[src/rtl/prod_acc_pkg.sv]
// Shared constants and types for the product accumulator.
package prod_acc_pkg;

    // Width of one signed product from the upstream 8x8 multiplier.
    localparam int PROD_W = 16;

    // ACCUM gathers products; HOLD presents a finished block sum.
    typedef enum logic {
        ACCUM = 1'b0,
        HOLD  = 1'b1
    } state_t;

endpackage

[src/rtl/prod_acc_sat_add.sv]
// Signed W-bit adder with overflow flag.
// Macro PROD_ACC_SAT_EN: when defined, an overflowing sum clamps to the
// signed extreme matching the operand sign; otherwise the sum wraps.
module sat_add #(
    parameter int W = 24
) (
    input  logic signed [W-1:0] a,
    input  logic signed [W-1:0] b,
    output logic signed [W-1:0] sum,
    output logic                ovf
);

    logic signed [W-1:0] raw;

    // Overflow: operands agree in sign but the raw sum does not.
    always_comb begin
        raw = a + b;
        ovf = (a[W-1] == b[W-1]) && (raw[W-1] != a[W-1]);
`ifdef PROD_ACC_SAT_EN
        if (ovf)
            sum = a[W-1] ? {1'b1, {(W-1){1'b0}}} : {1'b0, {(W-1){1'b1}}};
        else
            sum = raw;
`else
        sum = raw;
`endif
    end

endmodule

[src/rtl/prod_acc.sv]
// Block accumulator: sums LEN signed products into one ACC_W-bit result
// with a sticky signed-overflow flag, handed out over a valid/ready port.
// Optional macro PROD_ACC_SAT_EN (saturating add) lives in sat_add.
module prod_acc
    import prod_acc_pkg::*;
#(
    parameter int ACC_W = 24,
    parameter int LEN   = 16
) (
    input  logic                     clk,
    input  logic                     rst_n,
    input  logic                     in_valid,
    output logic                     in_ready,
    input  logic signed [PROD_W-1:0] in_p,
    output logic                     out_valid,
    input  logic                     out_ready,
    output logic signed [ACC_W-1:0]  out_acc,
    output logic                     out_ovf
);

    localparam int CNT_W = (LEN > 1) ? $clog2(LEN) : 1;

    state_t                  state, state_nxt;
    logic signed [ACC_W-1:0] acc;
    logic signed [ACC_W-1:0] p_ext;
    logic signed [ACC_W-1:0] sum;
    logic [CNT_W-1:0]        cnt;
    logic                    sticky;
    logic                    add_ovf;
    logic                    in_xfer;
    logic                    last;

    // Size cast of a signed operand sign-extends the product.
    assign p_ext   = ACC_W'(in_p);
    // Derived from state directly so the FSM comb block has no loop through in_ready.
    assign in_xfer = in_valid && (state == ACCUM);
    assign last    = (cnt == CNT_W'(LEN - 1));

    sat_add #(.W(ACC_W)) u_add (
        .a   (acc),
        .b   (p_ext),
        .sum (sum),
        .ovf (add_ovf)
    );

    // State register.
    always_ff @(posedge clk or negedge rst_n) begin
        if (!rst_n) state <= ACCUM;
        else        state <= state_nxt;
    end

    // Next state and handshake outputs.
    always_comb begin
        state_nxt = state;
        in_ready  = 1'b0;
        out_valid = 1'b0;
        case (state)
            ACCUM: begin
                in_ready = 1'b1;
                if (in_valid && last) state_nxt = HOLD;
            end
            HOLD: begin
                out_valid = 1'b1;
                if (out_ready) state_nxt = ACCUM;
            end
            default: state_nxt = ACCUM;
        endcase
    end

    // Accumulate on each accepted product; the last one of a block lands
    // in the output register and leaves the running state clear for the next.
    always_ff @(posedge clk or negedge rst_n) begin
        if (!rst_n) begin
            acc     <= '0;
            cnt     <= '0;
            sticky  <= 1'b0;
            out_acc <= '0;
            out_ovf <= 1'b0;
        end else if (in_xfer) begin
            if (last) begin
                out_acc <= sum;
                out_ovf <= sticky | add_ovf;
                acc     <= '0;
                cnt     <= '0;
                sticky  <= 1'b0;
            end else begin
                acc     <= sum;
                cnt     <= cnt + CNT_W'(1);
                sticky  <= sticky | add_ovf;
            end
        end
    end

endmodule

[config.mk]
export PLATFORM = sky130hd
export DESIGN_NAME = prod_acc
export DESIGN_NICKNAME = d
export VERILOG_FILES = /design/src/rtl/prod_acc_pkg.sv /design/src/rtl/prod_acc_sat_add.sv /design/src/rtl/prod_acc.sv
export SDC_FILE = /design/constraint.sdc
export NUM_CORES = 1
export LEC_CHECK = 0
export ABC_AREA = 1
export BUFFER_PORTS_ARGS = -buffer_cell sky130_fd_sc_hd__buf_2
export CAP_MARGIN = 0
export CORE_MARGIN = 10
export CORE_UTILIZATION = 64
export DETAILED_ROUTE_END_ITERATION = 7
export GPL_TIMING_DRIVEN = 0
export PLACE_DENSITY = 0.86
export SYNTH_ARGS = -nofsm -noshare
export SYNTH_HDL_FRONTEND = slang
export SYNTH_HIERARCHICAL = 1
export SYNTH_SLANG_ARGS = --single-unit
[constraint.sdc]
create_clock -name clk -period 4.1 [get_ports clk]
set_input_delay 0.205 -clock clk [delete_from_list [all_inputs] [get_ports clk]]
set_output_delay 0.205 -clock clk [all_outputs]
set_load 0.01 [all_outputs]
==> results by group <==
Status
  – Status: complete, no violations

STA
  – RSZ-0062 raised after global routing: no
  – Final Critical Period: 2.15 ns
  – Hold Slack: 0.0454 ns
  – Least-Margin Pin Slew: 1.20 ns
  – Final hold vios: 0
  – FMAX: 0.465 GHz
  – Final setup margin: 1.95 ns
  – Clock Skew: 0.0123 ns
  – Fin Setup TNS: 0 ns
  – Max-slew violations: 0
  – Rel. slew slack: 0.200
  – Period Utilization, post-route: 0.524
  – Final setup vio count: 0

Clocking
  – CTS tree: done
  – Setup bufs post-CTS: 0
  – Clk_lat worst skew: 0.31 ns
  – Root Driver: clkbuf_8
  – Clock transition at path regs: 0.10 ns
  – # resized after CTS: 0
  – # H-tree levels: 2
  – Num CTS Buffers: 5
  – Sink Count: 55
  – Hold Buf Count CTS: 0
  – CTS max path bufs: 2

Detailed routing
  – DRT met1 WL: 4300 um
  – First DRT Iteration DRCs: 247
  – Post-route antenna net violation count: 0
  – Via/cell ratio: 5.16
  – DR WL/cell: 13.2 um
  – Max Used Layer: met4
  – Met3 WL: 523 um
  – DR pass1 iterations: 5
  – Post-Route WL: 9600 um
  – Routed vias: 3752
  – Drt drc: 0
  – Metal2 WL: 4640 um

Placed design
  – Placement Setup Slack: 2.02 ns
  – Placed Instances: 720
  – Number of port buffers: 46
  – Routability Congestion: 0.923
  – DP HPWL: 7630 um

Floorplanning
  – Placeable Area: 5990 sq um
  – Overall die width: 98.8 um
  – Die height: 98.8 um
  – Initial Utilization: 0.663
  – Die area: 9760 sq um
  – Rows: 28
  – Io pins: 47

Final layout
  – Area Overhead vs Synth: 10.4%
  – Final non-filler cell total: 727
  – Fill cells: 521
  – # diodes: 0
  – Layout cells sized above 1: 0.138
  – Fin nets: 697

Worst setup path
  – Reg-to-Reg Start: acc[0]$_DFFE_PN0P_
  – Required time of the critical path: 4.31 ns
  – Flop2flop setup slack: 1.95 ns
  – Max stage delay cell, worst path: fa_1
  – CP most frequent cell: nand2_1
  – CP Max Fanout: 3
  – Startpoint Class: flip-flop
  – Critical path cell sequence: ha_1 -> fa_1 -> nand2_1 -> nand2_1 -> nand2_1 -> inv_1 -> nand3_1 -> nand3_1 -> nand2_1 -> nand2_1 -> nand3_1 -> nand2_1
  – RR Endpoint: acc[20]$_DFFE_PN0P_
  – Worst R2R Path Depth: 12
  – CP arrival: 2.35 ns
  – Crit path largest cell delay: 0.45 ns
  – Worst Setup Path Type: reg2reg
  – Crit end category: flip-flop

Global routing
  – First-pass GRT wire length: 16400 um
  – GRT Resource Usage Total: 0.197
  – GRT overflow: 0
  – Largest net degree at the start of global routing: 56
  – Vias in the first global route: 3671
  – Initial antenna violation count: 0

Synth
  – Synth Flop Type: dfrtp_1
  – Mean Syn Cell Area: 6.63 sq um
  – Post-Synth Adder-Cell Area: 0.0806
  – Main combinational cell family by area after synthesis: simple AND/OR/NAND/NOR gates
  – Largest area contributor in the netlist: dfrtp_1
  – Seq cells post-synth: 55
  – Synth Area in Simple Gates: 0.404
  – Post-synth top area share: 0.346
  – Xor/xnor share of the synthesized area: 0.0309
  – Area contributors post-synth: dfrtp_1, nand2_1, inv_1
  – Post-synth cell types: 29
  – Register area share after synthesis: 0.346
  – Synthesized net count: 644
  – Post-synth ARST share: 1.00
  – Netlist Area Pre-Place: 3970 sq um
  – Post-synth EDFFs: 0
  – Cell with the most instances after synthesis: nand2_1
  – Post-synthesis mux area share: 0
  – Most frequent cells after synthesis: nand2_1, inv_1, dfrtp_1
  – Cells after Synth: 599
  – Synth Area in Compound Gates: 0.0359
  – Yosys Warn Count: 6

Min path
  – Min-Delay Startpoint: out_ready
  – Worst hold path type: in2reg
  – WHS Endpoint: state$_DFF_PN0_
  – Hold path depth: 2

Flow run
  – MaxCap Viol Count: 0

Pwr
  – Leakage: 2.67 nW
  – Power Total: 3.22 mW
  – Pwr/cell area: 735 nW/um^2
  – Worst IR Drop VDD: 377 uV
==> kinds of logic (layout without fill, tap and decap cells) <==
| family | count (synthesis) | after routing |
|---|---|---|
| buffers and inverters | 98 | 151 |
| and+or+nand+nor | 380 | 380 |
| DFF | 55 | 55 |
| adders and majority gates | 25 | 25 |
| xor gates and xnor gates | 14 | 14 |
| AOI/OAI and AO/OA | 27 | 27 |
==> cell usage in the layout (no fill, tap or decap), drive strengths merged <==
cell type,count
xnor2,2
nor3,2
nand3b,1
clkinv,2
clkbuf,7
nor2,39
ha,24
o21ai,15
nand4,7
buf,56
nand2,288
a21oi,12
fa,1
dfrtp,55
xor2,12
nand3,40
or2,2
and2,1
inv,86
==> report_power, final <==
group          internal [mW]  switching, mW  total (mW)
clock                  0.133          0.175       0.308
combinational          0.708           1.25        1.96
sequential             0.802          0.153       0.955
total                   1.64           1.58        3.22
==> routing by layer <==
metal	global-route usage	vias up
met5	0	-
met4	0.0662	0
met3	0.0349	15
met2	0.346	88
met1	0.237	1713
li1	-	1936
==> per-stage QoR <==
| step | util | cell area, sq um |
|---|---|---|
| after floorplan | - | 3970 |
| after global placement | 0.717 | 4300 |
| after detailed placement | 0.717 | 4300 |
| after CTS | 0.732 | 4390 |
| after global routing | 0.732 | 4390 |
| final | 0.732 | 4390 |
==> area by class of cell <==
cell class                      count  area [sq um]  share of cell area
Sequential cell                    55          1380               0.314
Inverter                           87           327              0.0745
Multi-Input combinational cell    446          2190               0.500
Timing Repair Buffer               46           230              0.0525
Tap cell                           75          93.8              0.0214
Clock inverter                      1          5.00             0.00114
Buffer                             11          80.1              0.0183
Clock buffer                        6          82.6              0.0188
==> registers in the layout, indices dropped and copies added (netlist names) <==
name / count
out_ovf: 1
acc: 24
state: 1
out_acc: 24
sticky: 1
cnt: 4
==> worst max-delay path: cells and delay by family (launching register included) <==
kind,cells,cell delay [ns]
adders and majority gates,2,0.73
buffers and inverters,1,0.10
DFF,1,0.40
and+or+nand+nor,9,0.81
==> how the worst max path moves through the flow <==
stage,startpoint,end,slack [ns],depth (start not counted)
2_1_floorplan,acc[0]$_DFFE_PN0P_,acc[20]$_DFFE_PN0P_,2.30,12
3_5_place_dp,in_p[15],out_ovf$_DFFE_PN0P_,2.02,12
3_3_place_gp,in_p[15],out_ovf$_DFFE_PN0P_,2.06,12
4_1_cts,acc[6]$_DFFE_PN0P_,out_ovf$_DFFE_PN0P_,1.95,11
6_report,acc[0]$_DFFE_PN0P_,acc[20]$_DFFE_PN0P_,1.95,12
5_1_grt,acc[6]$_DFFE_PN0P_,out_ovf$_DFFE_PN0P_,1.83,11
(Power assumes the default switching activity.)
